## src/rtl/axi_arb_pkg.sv

```systemverilog
// Shared types and constants for the AXI read arbiter.
package axi_arb_pkg;

    typedef enum logic [1:0] {
        IDLE = 2'd0,
        ADDR = 2'd1,
        DATA = 2'd2
    } arb_state_t;

    localparam logic [1:0] RESP_OKAY   = 2'b00;
    localparam logic [1:0] RESP_SLVERR = 2'b10;

endpackage

```

## src/rtl/rr_arbiter.sv

```systemverilog
// Combinational round-robin picker: first request at or after i_ptr, wrapping.
module rr_arbiter #(
    parameter int unsigned NUM_MST = 4,
    parameter int unsigned IDX_W   = $clog2(NUM_MST)
) (
    input  logic [NUM_MST-1:0] i_req,
    input  logic [IDX_W-1:0]   i_ptr,
    output logic [NUM_MST-1:0] o_grant,
    output logic [IDX_W-1:0]   o_idx
);

    always_comb begin
        o_grant = '0;
        o_idx   = '0;
        // Offset k walks i_ptr, i_ptr+1, ... so the first hit is the winner
        for (int unsigned k = 0; k < NUM_MST; k++) begin
            for (int unsigned j = 0; j < NUM_MST; j++) begin
                if ((o_grant == '0) && i_req[j] && (j == (32'(i_ptr) + k) % NUM_MST)) begin
                    o_grant[j] = 1'b1;
                    o_idx      = IDX_W'(j);
                end
            end
        end
    end

endmodule

```

## src/rtl/axi_rd_arbiter.sv

```systemverilog
// Round-robin arbiter sharing one downstream AXI read port between NUM_MST masters,
// one burst at a time, with sticky RID-index and RLAST-position error flags.
module axi_rd_arbiter #(
    parameter int unsigned NUM_MST    = 4,
    parameter int unsigned ID_WIDTH   = 4,
    parameter int unsigned ADDR_WIDTH = 32,
    parameter int unsigned DATA_WIDTH = 32,
    parameter int unsigned LEN_WIDTH  = 8,
    parameter int unsigned IDX_W      = $clog2(NUM_MST)
) (
    input  logic                            ACLK,
    input  logic                            ARESETn,
    input  logic [NUM_MST-1:0]              s_arvalid,
    output logic [NUM_MST-1:0]              s_arready,
    input  logic [NUM_MST*ID_WIDTH-1:0]     s_arid,
    input  logic [NUM_MST*ADDR_WIDTH-1:0]   s_araddr,
    input  logic [NUM_MST*LEN_WIDTH-1:0]    s_arlen,
    input  logic [NUM_MST*3-1:0]            s_arsize,
    input  logic [NUM_MST*2-1:0]            s_arburst,
    output logic [NUM_MST-1:0]              s_rvalid,
    input  logic [NUM_MST-1:0]              s_rready,
    output logic [ID_WIDTH-1:0]             s_rid,
    output logic [DATA_WIDTH-1:0]           s_rdata,
    output logic [1:0]                      s_rresp,
    output logic                            s_rlast,
    output logic                            m_arvalid,
    input  logic                            m_arready,
    output logic [ID_WIDTH+IDX_W-1:0]       m_arid,
    output logic [ADDR_WIDTH-1:0]           m_araddr,
    output logic [LEN_WIDTH-1:0]            m_arlen,
    output logic [2:0]                      m_arsize,
    output logic [1:0]                      m_arburst,
    input  logic                            m_rvalid,
    output logic                            m_rready,
    input  logic [ID_WIDTH+IDX_W-1:0]       m_rid,
    input  logic [DATA_WIDTH-1:0]           m_rdata,
    input  logic [1:0]                      m_rresp,
    input  logic                            m_rlast,
    output logic                            busy,
    output logic [IDX_W-1:0]                grant_idx,
    output logic                            err_id,
    output logic                            err_len
);

    import axi_arb_pkg::*;

    arb_state_t             r_state, w_state_nxt;
    logic [IDX_W-1:0]       r_rr_ptr, r_grant_idx, w_arb_idx, w_ptr_nxt;
    logic [NUM_MST-1:0]     w_arb_onehot;
    logic                   w_arb_any;
    logic [LEN_WIDTH:0]     r_beat_cnt;
    logic [LEN_WIDTH-1:0]   r_exp_len;
    logic                   r_err_id, r_err_len;
    logic [ID_WIDTH-1:0]    w_g_arid;
    logic                   w_g_rready;
    logic                   w_ar_hs, w_r_hs;

    rr_arbiter #(
        .NUM_MST (NUM_MST),
        .IDX_W   (IDX_W)
    ) u_rr_arbiter (
        .i_req   (s_arvalid),
        .i_ptr   (r_rr_ptr),
        .o_grant (w_arb_onehot),
        .o_idx   (w_arb_idx)
    );

    assign w_arb_any = |w_arb_onehot;

    always_comb begin
        w_g_arid   = '0;
        m_araddr   = '0;
        m_arlen    = '0;
        m_arsize   = '0;
        m_arburst  = '0;
        w_g_rready = 1'b0;
        for (int unsigned i = 0; i < NUM_MST; i++) begin
            if (r_grant_idx == IDX_W'(i)) begin
                w_g_arid   = s_arid[i*ID_WIDTH +: ID_WIDTH];
                m_araddr   = s_araddr[i*ADDR_WIDTH +: ADDR_WIDTH];
                m_arlen    = s_arlen[i*LEN_WIDTH +: LEN_WIDTH];
                m_arsize   = s_arsize[i*3 +: 3];
                m_arburst  = s_arburst[i*2 +: 2];
                w_g_rready = s_rready[i];
            end
        end
    end

    assign m_arid = {r_grant_idx, w_g_arid};

    always_comb begin
        w_state_nxt = r_state;
        m_arvalid   = 1'b0;
        m_rready    = 1'b0;
        s_arready   = '0;
        s_rvalid    = '0;
        case (r_state)
            IDLE: begin
                if (w_arb_any) w_state_nxt = ADDR;
            end
            ADDR: begin
                m_arvalid = 1'b1;
                for (int unsigned i = 0; i < NUM_MST; i++)
                    if (r_grant_idx == IDX_W'(i)) s_arready[i] = m_arready;
                if (m_arready) w_state_nxt = DATA;
            end
            DATA: begin
                m_rready = w_g_rready;
                for (int unsigned i = 0; i < NUM_MST; i++)
                    if (r_grant_idx == IDX_W'(i)) s_rvalid[i] = m_rvalid;
                if (m_rvalid && w_g_rready && m_rlast) w_state_nxt = IDLE;
            end
            default: w_state_nxt = IDLE;
        endcase
    end

    assign w_ar_hs   = (r_state == ADDR) && m_arready;
    assign w_r_hs    = (r_state == DATA) && m_rvalid && w_g_rready;
    assign w_ptr_nxt = (r_grant_idx == IDX_W'(NUM_MST - 1)) ? '0 : r_grant_idx + 1'b1;

    always_ff @(posedge ACLK or negedge ARESETn) begin
        if (!ARESETn) begin
            r_state     <= IDLE;
            r_rr_ptr    <= '0;
            r_grant_idx <= '0;
            r_beat_cnt  <= '0;
            r_exp_len   <= '0;
            r_err_id    <= 1'b0;
            r_err_len   <= 1'b0;
        end else begin
            r_state <= w_state_nxt;
            if ((r_state == IDLE) && w_arb_any) r_grant_idx <= w_arb_idx;
            if (w_ar_hs) begin
                r_beat_cnt <= '0;
                r_exp_len  <= m_arlen;
            end
            // beat_cnt holds the index of the current beat; RLAST belongs on index ARLEN
            if (w_r_hs) begin
                r_beat_cnt <= r_beat_cnt + 1'b1;
                if (m_rid[ID_WIDTH +: IDX_W] != r_grant_idx) r_err_id <= 1'b1;
                if (m_rlast != (r_beat_cnt == {1'b0, r_exp_len})) r_err_len <= 1'b1;
                if (m_rlast) r_rr_ptr <= w_ptr_nxt;
            end
        end
    end

    assign s_rid     = m_rid[ID_WIDTH-1:0];
    assign s_rdata   = m_rdata;
    assign s_rresp   = m_rresp;
    assign s_rlast   = m_rlast;
    assign busy      = (r_state != IDLE);
    assign grant_idx = r_grant_idx;
    assign err_id    = r_err_id;
    assign err_len   = r_err_len;

endmodule
```

## config.mk

```make
export PLATFORM = sky130hd
export DESIGN_NAME = axi_rd_arbiter
export DESIGN_NICKNAME = d
export VERILOG_FILES = /design/src/rtl/axi_arb_pkg.sv /design/src/rtl/rr_arbiter.sv /design/src/rtl/axi_rd_arbiter.sv
export SDC_FILE = /design/constraint.sdc
export NUM_CORES = 1
export LEC_CHECK = 0
export CORE_AREA = 2 2 139 141
export DETAILED_ROUTE_END_ITERATION = 10
export DIE_AREA = 0 0 141 143
export PLACE_DENSITY = 0.58
export SYNTH_ARGS = -nofsm -noshare
export SYNTH_HDL_FRONTEND = slang
export SYNTH_SLANG_ARGS = --single-unit
```

## constraint.sdc

```tcl
create_clock -name ACLK -period 3.81 [get_ports ACLK]
set_clock_uncertainty 0.1 [all_clocks]
set_input_delay 0.762 -clock ACLK [delete_from_list [all_inputs] [get_ports ACLK]]
set_output_delay 0.762 -clock ACLK [all_outputs]
set_load 0.01 [all_outputs]
```

==> results.txt, run 1 <==
The tree built by TritonCTS fans out to 25 sinks. In this run the static leakage power is 2.154 nW. The post-route setup TNS is 0 ns. The cell with the most instances on the worst path was sky130_fd_sc_hd__o21ai_0. The number of buffers inserted by post-CTS setup repair came out at 0. TritonCTS built the clock tree. The run gives 0 as the total of warnings raised by yosys. In the final routed layout, each cell accounts on average for 19.38 um. The core box area came out at 18,580 um2. The kind of critical path is reg -> out. The flow ran to the end, and the final reports show no timing, DRC or antenna violations.

Once detail routing completed, the nets flagged for antenna violations numbered 0. In the routed design, unresolved DRC markers number 0. At the pin with the least slew margin, the transition time is 0.4941 ns. The worst path meets setup with 0.1990 ns of slack.

Slowest cell on the critical path: sky130_fd_sc_hd__clkdlybuf4s50_1. The site row count was 50. Max-cap violations in this run came to 0.

The floorplan die height was 143 um; the via count of the first global-routing pass was 3,893. In this run the worst hold path is classified as reg -> reg. The number of antenna violations at the first check in global routing is 1, and the growth of design area from synthesis to finish is 92.71%. The tools report the clock root buffer as sky130_fd_sc_hd__clkbuf_16. The filler cells instantiated in the layout total 1,963. The hold buffer count at CTS was 0; the post-synthesis register bit count was 25. The sequential-to-total area share from yosys stat is 20.48%, and the number of buffers created by CTS is 3. The hold violation count in the final report is 0. The share of the clock period used by the worst path after layout is 94.78%, and the number of setup violations in the final report is 0.

The logs give 0 for the max-slew violation count and 0.2781 mV for the maximum VDD drop. The data arrival time at the worst-slack endpoint was 2.75 ns; the fmax was 0.2769 GHz. The first detailed-routing pass took 4 iterations. Traced cell by cell, the critical path runs through inv_1 > ha_1 > nor2b_4 > buf_4 > a221o_1 > o21ai_0 > o21ai_0 > clkdlybuf4s50_1. Ranked by total cell area, the synthesized netlist is headed by sky130_fd_sc_hd__dfrtp_1, sky130_fd_sc_hd__o21ai_0, sky130_fd_sc_hd__a221o_1, sky130_fd_sc_hd__buf_4, sky130_fd_sc_hd__nand2_1. The tools report the level count of the clock H-tree as 1.

The largest incremental delay on the critical path works out to 0.61 ns. The mean cell area of the mapped netlist came out at 7.310 um2. Once placement finished, the instance area stood at 5797 um2.

The worst path in the final design needs a cycle of 3.611 ns, including I/O delays and setup. Fraction of layout instances using a drive strength above 1: 6.279%. The die is 141 um wide. For the wire length reported by the detailed router, the log shows 16,900 um. The number of different library cells used by synthesis comes to 39.

Detailed placement finished with a half-perimeter wire length of 13,900 um. Setup repair after global routing left no endpoint under its margin. The run gives 0.3631 ns as the smallest hold slack. After detailed routing, the number of vias per cell comes to 4.525.

The first-pass GRT wire length was 24,000 um. When the netlist entered floorplanning its net count stood at 672. The ratio of total power to cell area came out at 616.2 nW/um2. In this run the count of I/O pins placed on the die edge is 354.

The top cell type by area accounts for 20.48% of the synthesized area. The logs give 892 for the number of nets in the finished design and 55 for the maximum number of pins on one net before global-route repair. The logs give 15.58% for the overall track demand over capacity in global routing and 148 for the DRC marker count from the first detailed-route iteration.

The logs give 0.26 ns for the clock latency on the worst-skew pair and 2 for the maximum buffer depth of the clock tree. The total overflow left after global routing is 0. The post-synthesis instance area was 3055 um2. The startpoint kind of the worst setup timing path was a flip-flop. After clock tree synthesis, the clock-pin slew on the worst setup and hold paths is 0.07 ns. The finished cells cover 5888 um2. The initial utilization of the core area, before any placement, comes to 16.44%.

The floorplan step defined a die boundary enclosing 20,160 um2. STA classifies the critical path endpoint as an output port. Measured against its own limit, the worst slew margin works out to 66.71%. Timing analysis after detailed placement gives a worst setup slack of 0.2288 ns. The library cell occupying the most area in the post-synthesis netlist was sky130_fd_sc_hd__dfrtp_1. Data on the critical path is required at its endpoint by 2.95 ns. The design draws 0.003628 W. Port buffering added 277 buffers. Synthesis produced 418 cells.

The maximum fanout along the worst path was 19. The run gives 3,946 as the total via count in the routed design. The last weighted congestion value of the routability-driven placer is 0.7790.
==> layer usage <==
layer | up-vias | routed length, um | track usage (%)
met1 | 1793 | 6841 | 19.00
met3 | 10 | 1651 | 4.594
met4 | 0 | 225 | 2.947
met5 | - | 0 | 0
met2 | 224 | 8180 | 27.42
li1 | 1919 | - | -
==> cells by family (layout without fill, tap and decap cells) <==
kind of cell | count (synthesis) | in the layout | share of synthesized area [%]
buffers and inverters | 84 | 303 | 15.81
DFF | 25 | 25 | 20.48
adders and majority gates | 5 | 5 | 2.048
and+or+nand+nor | 106 | 106 | 15.19
muxes | 20 | 20 | 7.289
AOI/OAI and AO/OA | 165 | 165 | 35.46
other | 0 | 1 | 0
xor gates and xnor gates | 13 | 13 | 3.726
==> synthesized netlist by cell type (all sizes together) <==
cell type and number:
nor4 1, nand2 64, nor2b 4, mux2i 2, clkbuf 24, o2bb2ai 2
nor3 1, a311o 1, buf 51, a211o 1, nor2 14, a21boi 1
xor2 2, o21ai 102, a22oi 8, a21o 4, nand3b 2, a221o 41
a31oi 1, nand3 7, mux2 18, ha 5, or2 2, nor3b 3
inv 9, or3 1, and3 3, a211oi 1, xnor2 11, nand2b 3
dfrtp 25, a21oi 3, nand4 1
==> per-stage QoR <==
step           utilization (%)  instances
2_1_floorplan                -        418
3_3_place_gp             31.20        867
6_report                 31.69        872
5_1_grt                  31.68        871
4_1_cts                  31.68        871
3_5_place_dp             31.20        867
==> flip-flops by register name, summed over array words and instances (netlist names) <==
register / count
r_rr_ptr: 2
grant_idx: 2
r_state: 2
r_beat_cnt: 9
r_exp_len: 8
err_id: 1
err_len: 1
==> what timing repair did <==
action / in CTS / in global routing
pin swaps: 0 / 0
setup endpoints to repair: 1 / 1
resized for setup: 2 / 1
==> layout make-up <==
| class | instances | area (um2) | share of cell area, % |
|---|---|---|---|
| timing repair buffer | 290 | 2883 | 48.96 |
| multi-input combinational | 309 | 1972 | 33.49 |
| sequential | 25 | 625.6 | 10.62 |
| tap | 234 | 292.8 | 4.972 |
| clock buffer | 4 | 78.83 | 1.339 |
| inverter | 9 | 33.78 | 0.5737 |
| antenna | 1 | 2.502 | 0.04250 |
==> worst paths after layout <==
| check | from | endpoint | slack (ns) | cells after the start |
|---|---|---|---|---|
| min | err_len$_DFFE_PN0P_ | err_len$_DFFE_PN0P_ | 0.36 | 1 |
| max | grant_idx[0]$_DFFE_PN0P_ | m_arburst[0] | 0.20 | 8 |
| max reg2reg | grant_idx[0]$_DFFE_PN0P_ | r_beat_cnt[5]$_DFFE_PN0P_ | 1.29 | 7 |
| min reg2reg | err_len$_DFFE_PN0P_ | err_len$_DFFE_PN0P_ | 0.36 | 1 |
| min in group asynchronous | ARESETn | r_state[1]$_DFFE_PN0P_ | 0.76 | 2 |
| max in group asynchronous | ARESETn | r_beat_cnt[7]$_DFFE_PN0P_ | 2.59 | 2 |
==> layout by cell type, fill, tap and decap left out, types with 3 or more instances in the layout <==
cell type,netlist,layout
sky130_fd_sc_hd__and3_1,3,3
sky130_fd_sc_hd__a21o_1,4,4
sky130_fd_sc_hd__xnor2_1,11,11
sky130_fd_sc_hd__nand2b_1,3,3
sky130_fd_sc_hd__mux2_2,18,18
sky130_fd_sc_hd__o21ai_1,2,4
sky130_fd_sc_hd__nor2_1,14,14
sky130_fd_sc_hd__dfrtp_1,25,25
sky130_fd_sc_hd__nand2_1,64,64
sky130_fd_sc_hd__nor2b_1,4,3
sky130_fd_sc_hd__o21ai_0,100,98
sky130_fd_sc_hd__nor3b_1,3,3
sky130_fd_sc_hd__a221o_1,41,41
sky130_fd_sc_hd__clkdlybuf4s50_1,0,277
sky130_fd_sc_hd__a21oi_1,3,3
sky130_fd_sc_hd__inv_1,8,8
sky130_fd_sc_hd__nand3_1,7,7
sky130_fd_sc_hd__buf_4,41,12
sky130_fd_sc_hd__a22oi_1,8,8
sky130_fd_sc_hd__clkbuf_16,0,3
==> report_power, final <==
| group | internal [W] | leakage, nW | total [W] | switching [W] |
|---|---|---|---|---|
| combinational | 0.00159 | 1.79 | 0.00296 | 0.00136 |
| sequential | 0.000350 | 0.324 | 0.000435 | 0.0000853 |
| clock | 0.000143 | 0.0382 | 0.000238 | 0.0000948 |
==> worst max-delay path, delay by kind of cell, from the launching register on <==
family / cells / cell delay [ns]
fa+ha+maj: 1 / 0.23
buf+inv: 3 / 1.04
flops: 1 / 0.47
compound gates: 3 / 0.53
simple gates: 1 / 0.20
(Power assumes the default switching activity.)
==> run 2: changes to the inputs <==
--- a/config.mk
+++ b/config.mk
@@ -9,6 +9,7 @@
 export DETAILED_ROUTE_END_ITERATION = 10
 export DIE_AREA = 0 0 141 143
 export PLACE_DENSITY = 0.58
+export SKIP_LAST_GASP = 1
 export SYNTH_ARGS = -nofsm -noshare
 export SYNTH_HDL_FRONTEND = slang
 export SYNTH_SLANG_ARGS = --single-unit
==> results of run 2 <==
The final DEF is identical to that of run 1; final timing and power are the same.
==> run 3: changes to the inputs <==
--- a/config.mk
+++ b/config.mk
@@ -8,8 +8,9 @@
 export CORE_AREA = 2 2 139 141
 export DETAILED_ROUTE_END_ITERATION = 10
 export DIE_AREA = 0 0 141 143
-export PLACE_DENSITY = 0.58
+export PLACE_DENSITY_LB_ADDON = 0.12
 export SKIP_LAST_GASP = 1
+export SLEW_MARGIN = 20
 export SYNTH_ARGS = -nofsm -noshare
 export SYNTH_HDL_FRONTEND = slang
 export SYNTH_SLANG_ARGS = --single-unit
==> run 3 against run 2 <==
- worst hold slack got worse by 0.0028 ns
- die area did not move
- final cell count is 0.11% higher
- total power grew 1.1%
- sequential power barely moved
- sequential cell count unchanged
- register-to-register slack got worse by 0.13 ns
- utilization increased by 0.081 points
- critical path type unchanged
==> results.txt, run 3 (synthesized netlist as in run 1, its figures left out) <==
For the number of nets in the finished design, the log shows 892 (unchanged). The worst register-to-register path begins at grant_idx[0]$_DFFE_PN0P_. Floorplan die width: 141 um (unchanged). Clock latency on the worst-skew pair: 0.26 ns (about the same).

TritonCTS built the clock tree. The sum of overflow across all layers after global routing was 0 (unchanged). The ratio of total power to cell area is 621.2 nW/um2 (+0.81%), and the worst slew slack as a fraction of its limit is 61.17% (-5.5 points). The number of buffers created by CTS is 3 (unchanged). The switching share of power came out at 42.82% (+0.29 points). The count of boundary I/O pins is 354 (unchanged). In this run the worst setup path begins at grant_idx[0]$_DFFE_PN0P_. The largest individual stage delay along the critical path comes from the cell sky130_fd_sc_hd__clkdlybuf4s50_1. The fill cell total of the finished layout is 1,961 (-0.10%).

The post-route setup TNS is 0 ns (unchanged), and the maximum VDD drop is 0.2729 mV (-1.9%). r_beat_cnt holds more flip-flops than any other register. The run gives 6.6% (about the same) as the share of power burned in the clock network.

Setup repair after global routing left no endpoint under its margin. Data arrival time at the worst-slack endpoint: 2.77 ns (+0.02 ns). The run gives 18,580 um2 (unchanged) as the core box area. The number of setup violations in the final report was 0 (unchanged). The share of the clock period used by the worst path after layout works out to 95.25% (+0.47 points).

For the wire length reported by the detailed router, the log shows 17,620 um (+4.3%). The logs give 172 (+16%) for the DRC marker count from the first detailed-route iteration and 3,951 (+1.5%) for the via count of the first global-routing pass. The quantity of I/O buffers inserted on ports was 277 (unchanged). The run gives 2.161 nW (+0.32%) as the leakage power total.

The maximum buffer depth of the clock tree was 2 (unchanged). The logic gate share of total power was 81.5% (about the same); the starting density of the core was 16.44% (unchanged). The clock transition at the registers of the reported paths was 0.06 ns (about the same); the last weighted congestion value of the routability-driven placer was 0.9481 (+22%). The max-slew violation count was 0 (unchanged); the level count of the clock H-tree was 1 (unchanged).

The tools report the total via count in the routed design as 4,013 (+1.7%). HPWL after detailed placement: 14,520 um (+4.4%). The startpoint kind of the worst setup timing path is a flip-flop. The floorplan die height works out to 143 um (unchanged). The fmax came out at 0.2756 GHz (-0.49%).

The site row count is 50 (unchanged). Max-capacitance violation count: 0 (unchanged). The critical path goes through inv_1 > ha_1 > nor2b_4 > buf_4 > a221o_1 > o21ai_0 > o21ai_0 > clkdlybuf4s50_1. The tools report the worst endpoint required time as 2.95 ns (about the same). The most frequent standard cell in the layout excluding fill and tap cells is sky130_fd_sc_hd__clkdlybuf4s50_1. The maximum fanout along the worst path was 16 (-3); the TritonCTS sink count was 25 (unchanged). The first-pass GRT wire length was 24,730 um (+3.0%); the largest incremental delay on the critical path was 0.62 ns (about the same). The run finished with clean final reports.

The count of antenna-violating nets left after detailed routing is 0 (unchanged). The overall track demand over capacity in global routing came out at 16.02% (+0.45 points). The area of the die is 20,160 um2 (unchanged).

Counting stages on the worst path, the most repeated cell is sky130_fd_sc_hd__o21ai_0. The run gives 0 (unchanged) as the hold violation count in the final report. From synthesis to final layout, the design area changed by 93.20%. The worst hold path belongs to the class reg -> reg. The tools report the share of power burned in registers as 11.9% (about the same). Launch point of the worst hold path: err_len$_DFFE_PN0P_. For the hold buffer count at CTS, the log shows 0 (unchanged). Clock root buffer: sky130_fd_sc_hd__clkbuf_16.

Fraction of layout instances using a drive strength above 1: 6.279% (unchanged). The smallest hold slack came out at 0.3603 ns (-0.002792 ns). The worst setup path is of the reg -> out kind.

The net switching power is 0.001570 W (+1.8%). The worst setup path is captured at an output port. The logs give 2 (+1) for the number of antenna violations at the first check in global routing and 4 (unchanged) for the length of the first detailed-routing pass in iterations. In the final layout, the registers with the most flip-flops are r_beat_cnt x9, r_exp_len x8. The internal power of the cells was 0.002097 W (+0.55%); the minimum period implied by the final worst setup slack was 3.629 ns (+0.01782 ns). The slew at the pin with the worst max-slew slack is 0.5825 ns (+0.08840 ns). The top cell types in the final layout, fill and taps aside, are sky130_fd_sc_hd__clkdlybuf4s50_1, sky130_fd_sc_hd__o21ai_0, sky130_fd_sc_hd__nand2_1. Post-detailed-route wirelength per cell: 20.18 um (+4.1%).

The number of flip-flops under the largest register name works out to 9 (unchanged). The mean number of vias per cell came out at 4.597 (+1.6%). The tools report the maximum number of pins on one net before global-route repair as 63 (+15%). The run gives 0 (unchanged) as the remaining routing DRC violations.
==> run 3: changes by cell type in the layout (fill, tap and decap cells not counted), sizes merged <==
cell and change:
diode +1
==> run 3: metal layers <==
metal	GRT usage [%]	wire [um]	vias up
met5	0	0	-
li1	-	-	1926
met2	29.83	9278	181
met4	3.000	161	0
met1	19.24	6912	1895
met3	3.119	1263	11
==> run 3: metrics by stage <==
stage / utilization, % / area, um2 / total power (W) / setup WS [ns] / instances
2_1_floorplan: - / 3055 / 0.001911 / 0.9198 / 418
5_1_grt: 31.77 / 5903 / 0.003953 / 0.02101 / 873
3_5_place_dp: 31.27 / 5809 / 0.003441 / 0.3441 / 867
6_report: 31.77 / 5903 / 0.003667 / 0.1811 / 873
4_1_cts: 31.69 / 5888 / 0.003695 / 0.04984 / 871
3_3_place_gp: 31.27 / 5809 / 0.003433 / 0.4353 / 867
==> run 3: repair_timing <==
action,CTS,global route
setup buffers,0,0
resized for setup,0,4
endpoints found under the setup margin,0,8
==> run 3: cell type report <==
class | count | area (um2) | area share [%]
multi-input cells | 309 | 1972 | 33.40
well taps | 234 | 292.8 | 4.960
inverters | 9 | 33.78 | 0.5723
repair buffers | 290 | 2895 | 49.05
flip-flops and latches | 25 | 625.6 | 10.60
clock buffers | 4 | 78.83 | 1.335
diodes | 2 | 5.005 | 0.08478
==> run 3: final timing paths <==
check	end	slack, ns	cells past startpoint
setup / recovery	m_arsize[1]	0.18	8
setup reg to reg	r_beat_cnt[6]$_DFFE_PN0P_	1.16	8
hold / removal	err_len$_DFFE_PN0P_	0.36	1
hold reg to reg	err_len$_DFFE_PN0P_	0.36	1
max in group asynchronous	r_exp_len[6]$_DFFE_PN0P_	2.58	2
min in group asynchronous	r_exp_len[5]$_DFFE_PN0P_	0.76	2
==> run 3: power groups by stage <==
stage	Sequential, W	Clock, W	Combinational, W
6_report	0.000436	0.000243	0.00299
5_1_grt	0.000450	0.000260	0.00324
4_1_cts	0.000435	0.000244	0.00302
3_5_place_dp	0.000439	0	0.00300
3_3_place_gp	0.000435	0	0.00300
2_1_floorplan	0.000425	0	0.00149
==> run 3: worst max-delay path, delay by kind of cell, from the launching register on <==
| kind | cells | cell delay (ns) |
|---|---|---|
| adders and majority gates | 1 | 0.22 |
| DFF | 1 | 0.49 |
| and+or+nand+nor | 1 | 0.20 |
| AOI/OAI and AO/OA | 3 | 0.58 |
| buffers and inverters | 3 | 1.00 |
==> RTL change 1, RTL diff (settings of run 3) <==
The 3 states of `arb_state_t` get a one-hot encoding in 3 bits.
--- a/src/rtl/axi_arb_pkg.sv
+++ b/src/rtl/axi_arb_pkg.sv
@@ -3,6 +3,6 @@
 
-    typedef enum logic [1:0] {
-        IDLE = 2'd0,
-        ADDR = 2'd1,
-        DATA = 2'd2
+    typedef enum logic [2:0] {
+        IDLE = 3'b001,
+        ADDR = 3'b010,
+        DATA = 3'b100
     } arb_state_t;
Behaviour: same outputs for any inputs over 4 cycles, from zero or initial values and one cycle with ARESETn low; so few cycles prove little.
==> RTL change 1 against run 3 <==
  * Global-route usage fell by 1.6 points
  * Synthesized cell count rose by 11%
  * Sequential cell count rose by 1
  * Sequential share of layout area rose by 0.17 points
  * Setup slack improved by 0.087 ns
  * Final area rose by 2.6%
  * Register-to-register slack improved by 0.17 ns
  * Routed wire length fell by 9.8%
  * Die area did not move
  * Total power rose by 5.7%
  * Critical path depth fell by 1
  * Count of clock-buffer cells in the layout did not move
  * Synthesized area rose by 5.4%
  * Critical path type unchanged
  * Critical endpoint is now m_arlen[4]
==> RTL change 1: results (changes against run 3) <==
Parameter                              Value

Yosys
  Fraction of the yosys area taken by sequential cells ... 0.202 (was 0.205)
  Prevailing post-synth register cell ... dfrtp_1 (unchanged)
  Async set-or-reset flop fraction in the synthesized netlist ... 1.00 (unchanged)
  Yosys warns ... 0 (unchanged)
  Synth Net Count ... 718 (was 672)
  Library cells used by synthesis ... 46 (was 39)
  Synth top cells by count ... nand2_1 (61), nor2_1 (53), o21ai_0 (48) (was o21ai_0 (100), nand2_1 (64), a221o_1 (41), buf_4 (41), dfrtp_1 (25))
  Synth area leaders ... dfrtp_1 (19%), a22oi_1 (9.6%), buf_4 (9.6%) (was dfrtp_1 (20%), o21ai_0 (16%), a221o_1 (13%))

Routing
  Residual antenna-violating net count after detailed routing ... 0 (unchanged)
  Vias ... 4,100 (was 4,013)
  Detailed-router iteration count before antenna repair ... 4 (unchanged)
  Iter 0 DRT Violations ... 155 (was 172)
  Final routed wire length divided by cell count ... 17.4 um (was 20.2 um)

Place
  Input/output buffers ... 277 (unchanged)
  Detailed Place HPWL ... 13,000 um (was 14,500 um)
  RD Place Congestion ... 0.790 (was 0.948)

GRT
  GR Util All Layers ... 0.144 (was 0.160)
  Number of antenna violations at the first check in global routing ... 0 (was 2)
  Wire length of the first global-routing pass ... 22,700 um (was 24,700 um)
  Largest net degree at the start of global routing ... 42 (was 63)

Worst setup path
  Number of cell instances on the worst register-to-register path ... 7 (was 8)
  CP startpoint ... grant_idx[0] (unchanged)
  Crit path max fanout ... 29 (was 16)
  Signal arrival time at the worst endpoint ... 2.68 ns (was 2.77 ns)
  R2R Path End ... r_rr_ptr[0] (was r_beat_cnt[6])
  Crit path capture ... m_arlen[4] (was m_arsize[1])
  R2R setup slack ... 1.33 ns (was 1.16 ns)
  Reg-to-Reg Start ... grant_idx[1] (was grant_idx[0])

Clock tree
  CTS buffer count ... 3 (unchanged)
  Maximum buffer depth of the clock tree ... 2 (unchanged)
  Root buf cell ... clkbuf_16 (unchanged)
  Post-CTS Repair Setup Buffers ... 0 (unchanged)
  Clock-pin transition on the worst setup and hold timing paths ... 0.06 ns (about the same)
  Number of levels the H-tree was split into ... 1 (unchanged)
  Cts repair resizes ... 0 (unchanged)
  Later-pin clock latency in the skew report ... 0.25 ns

Worst hold path
  Tightest Hold Check Type ... flop to flop (unchanged)
  Cells on Worst Hold Path ... 1 (unchanged)
  Start point of the worst min-delay path ... err_id (was err_len)

Final layout
  Biggest registers after layout ... r_beat_cnt x9, r_exp_len x8, r_state x3 (was r_beat_cnt x9, r_exp_len x8)
  Number of diodes ... 0 (was 2)
  Share of final-layout standard cells stronger than drive strength 1 ... 0.0603 (was 0.0628)
  Number of nets in the finished design ... 935 (was 892)

Power
  IR Drop Worst-Case VDD ... 0.220 mV (was 0.273 mV)
  Leakage power ... 2.27 nW (was 2.16 nW)

Timing
  Relative slew margins ... 0.629 (was 0.612)

Run status
  Status ... completed (unchanged)
## RTL change 1: through the flow
stage / cells / worst slack, ns / instance area, um2 / utilization
after global placement: 910 / 0.420 / 5970 / 0.321
after global routing: 914 / 0.0359 / 6060 / 0.326
after floorplan: 464 / 1.03 / 3220 / -
final: 914 / 0.268 / 6060 / 0.326
after CTS: 914 / 0.172 / 6060 / 0.326
after detailed placement: 910 / 0.456 / 5970 / 0.321
## RTL change 1: how the worst min path moves through the flow
stage                  to  slack [ns]
2_1_floorplan  r_state[1]        0.36
3_3_place_gp       err_id        0.34
3_5_place_dp       err_id        0.35
4_1_cts            err_id        0.36
5_1_grt            err_id        0.37
6_report           err_id        0.36
## RTL change 1: layout make-up
cell class / count / area, um2
flip-flops and latches: 26 / 652
fillers: 1951 / 12500
clock buffers: 4 / 88.8
multi-input cells: 360 / 2130
inverters: 2 / 7.51
well taps: 234 / 293
repair buffers: 288 / 2880
## RTL change 1: power breakdown
group          internal [mW]  total, mW  switching (mW)
logic                   1.59       3.17            1.58
registers              0.370      0.457          0.0866
clock network          0.160      0.251          0.0907
total                   2.12       3.88            1.76
## RTL change 1: worst max-delay path, cell delays in order, from the launching register on
cell	delay, ns
dfrtp_1	0.40
inv_1	0.12
ha_1	0.27
nor2b_4	0.21
buf_12	0.20
a221oi_1	0.11
o31ai_1	0.45
clkdlybuf4s50_1	0.65
## RTL change 1: cell families (layout without fill, tap and decap cells)
| group | count (synthesis) | in the layout | synth area share |
|---|---|---|---|
| buf+inv | 78 | 294 | 0.146 |
| flops | 26 | 26 | 0.202 |
| mux | 11 | 11 | 0.0381 |
| xor+xnor | 13 | 13 | 0.0354 |
| compound gates | 165 | 165 | 0.318 |
| simple gates | 166 | 166 | 0.241 |
| fa+ha+maj | 5 | 5 | 0.0194 |
## RTL change 1: metal layers
layer / GRT usage / vias to the layer above / part of all wire
met5: 0 / - / 0
met4: 0.0179 / 0 / 0.0039
met3: 0.0379 / 6 / 0.074
met2: 0.280 / 173 / 0.54
met1: 0.163 / 1872 / 0.38
li1: - / 2049 / -
==> RTL change 2, RTL diff (settings of run 3) <==
Without the edit above. Change the parameter `DATA_WIDTH` from 32 to 28.
--- a/src/rtl/axi_rd_arbiter.sv
+++ b/src/rtl/axi_rd_arbiter.sv
@@ -6,3 +6,3 @@
     parameter int unsigned ADDR_WIDTH = 32,
-    parameter int unsigned DATA_WIDTH = 32,
+    parameter int unsigned DATA_WIDTH = 28,
     parameter int unsigned LEN_WIDTH  = 8,
Ports: changed (resized m_rdata and s_rdata); port bits go from 354 to 346. The function was not compared with the original's and may differ.
==> RTL change 2 against run 3 <==
  * Routed wire length up 3.5%
  * Setup slack better by 0.0019 ns
  * Total power down 0.39%
  * Clock power down 3%
  * Synthesized area down 0.98%
  * Synthesized cell count down 0.96%
  * Final area down 0.17%
  * Sequential cell count unchanged
  * Highest routed layer is now met5
==> RTL change 2: results (changes against run 3) <==
Parameter                              Value

GRT
  GR Util All Layers ... 0.169 (was 0.160)
  Number of antenna violations at the first check in global routing ... 1 (was 2)
  Largest net degree at the start of global routing ... 43 (was 63)
  Met1 routing resource usage after global routing ... 0.198 (was 0.192)
  Met3 Use GR ... 0.0443 (was 0.0312)

Yosys
  Adder and majority gate portion of the synthesized area ... 0.0207 (was 0.0205)
  Synth top cells by count ... o21ai_0 (100), nand2_1 (64), a221o_1 (41) (was o21ai_0 (100), nand2_1 (64), a221o_1 (41), buf_4 (41), dfrtp_1 (25))
  Synth area leaders ... dfrtp_1 (21%), o21ai_0 (17%), a221o_1 (14%) (was dfrtp_1 (20%), o21ai_0 (16%), a221o_1 (13%))
  Synthesized area per cell ... 7.31 um2 (about the same)
  Synth Net Count ... 664 (was 672)
  Area fraction in compound gates after synthesis ... 0.358 (was 0.355)
  Multiplexer area fraction after synthesis ... 0.0736 (was 0.0729)
  Xor and xnor area share after synthesis ... 0.0376 (was 0.0373)
  Yosys warns ... 0 (unchanged)

Run status
  Status ... completed (unchanged)

Place
  Detailed Place HPWL ... 15,100 um (was 14,500 um)
  RD Place Congestion ... 0.940 (was 0.948)
  Worst slack at placement ... 0.288 ns (was 0.344 ns)

Timing
  Peak clock frequency supported by timing ... 0.276 GHz (about the same)
  Actual slew at the worst max-slew pin ... 0.576 ns (was 0.582 ns)

Power
  Combinational fraction of design power ... 0.817 (was 0.815)
  Leakage power ... 2.16 nW (about the same)
  Total internal power ... 2.09 mW (was 2.10 mW)
  IR Drop Worst-Case VDD ... 0.360 mV (was 0.273 mV)
  Pwr Density ... 620 nW/um2 (was 621 nW/um2)

Worst setup path
  Crit path max fanout ... 32 (was 16)
  Number of cell instances on the worst register-to-register path ... 7 (was 8)
  Signal arrival time at the worst endpoint ... 2.76 ns (was 2.77 ns)
  R2R Path End ... r_beat_cnt[5] (was r_beat_cnt[6])
  Crit path capture ... m_arlen[0] (was m_arsize[1])
  R2R setup slack ... 1.18 ns (was 1.16 ns)

Final layout
  Final cell count without fillers ... 871 (was 873)
  Share of final-layout standard cells stronger than drive strength 1 ... 0.0613 (was 0.0628)

Routing
  Met2 layer wire length in the routed design ... 9230 um (was 9280 um)
  Vias ... 4,006 (was 4,013)
  Top layer used by detailed routing ... met5 (was met4)
  Metal1 wirelength ... 7290 um (was 6910 um)
  Final routed wire length divided by cell count ... 20.9 um (was 20.2 um)
  Iter 0 DRT Violations ... 157 (was 172)

Worst hold path
  Start point of the worst min-delay path ... err_id (was err_len)
[RTL change 2: area by class of cell]
| cell class | instances | area [um2] |
|---|---|---|
| Tap cell | 234 | 293 |
| Inverter | 9 | 33.8 |
| Multi-Input combinational cell | 309 | 1970 |
| Timing Repair Buffer | 289 | 2890 |
| Clock buffer | 4 | 78.8 |
| Fill cell | 1969 | 12700 |
| Antenna cell | 1 | 2.50 |
| Sequential cell | 25 | 626 |
[RTL change 2: worst reg2reg max path: stages (launching register included)]
cell	delay, ns
dfrtp_1	0.50
inv_1	0.14
ha_2	0.41
a211oi_1	0.10
a211o_1	0.39
or2_1	0.41
or3_1	0.41
o21ai_0	0.09
[RTL change 2: how the worst min path moves through the flow]
stage	endpoint	slack, ns
3_5_place_dp	err_len	0.36
3_3_place_gp	err_len	0.37
4_1_cts	err_len	0.39
5_1_grt	err_len	0.40
2_1_floorplan	err_id	0.37
6_report	err_id	0.39
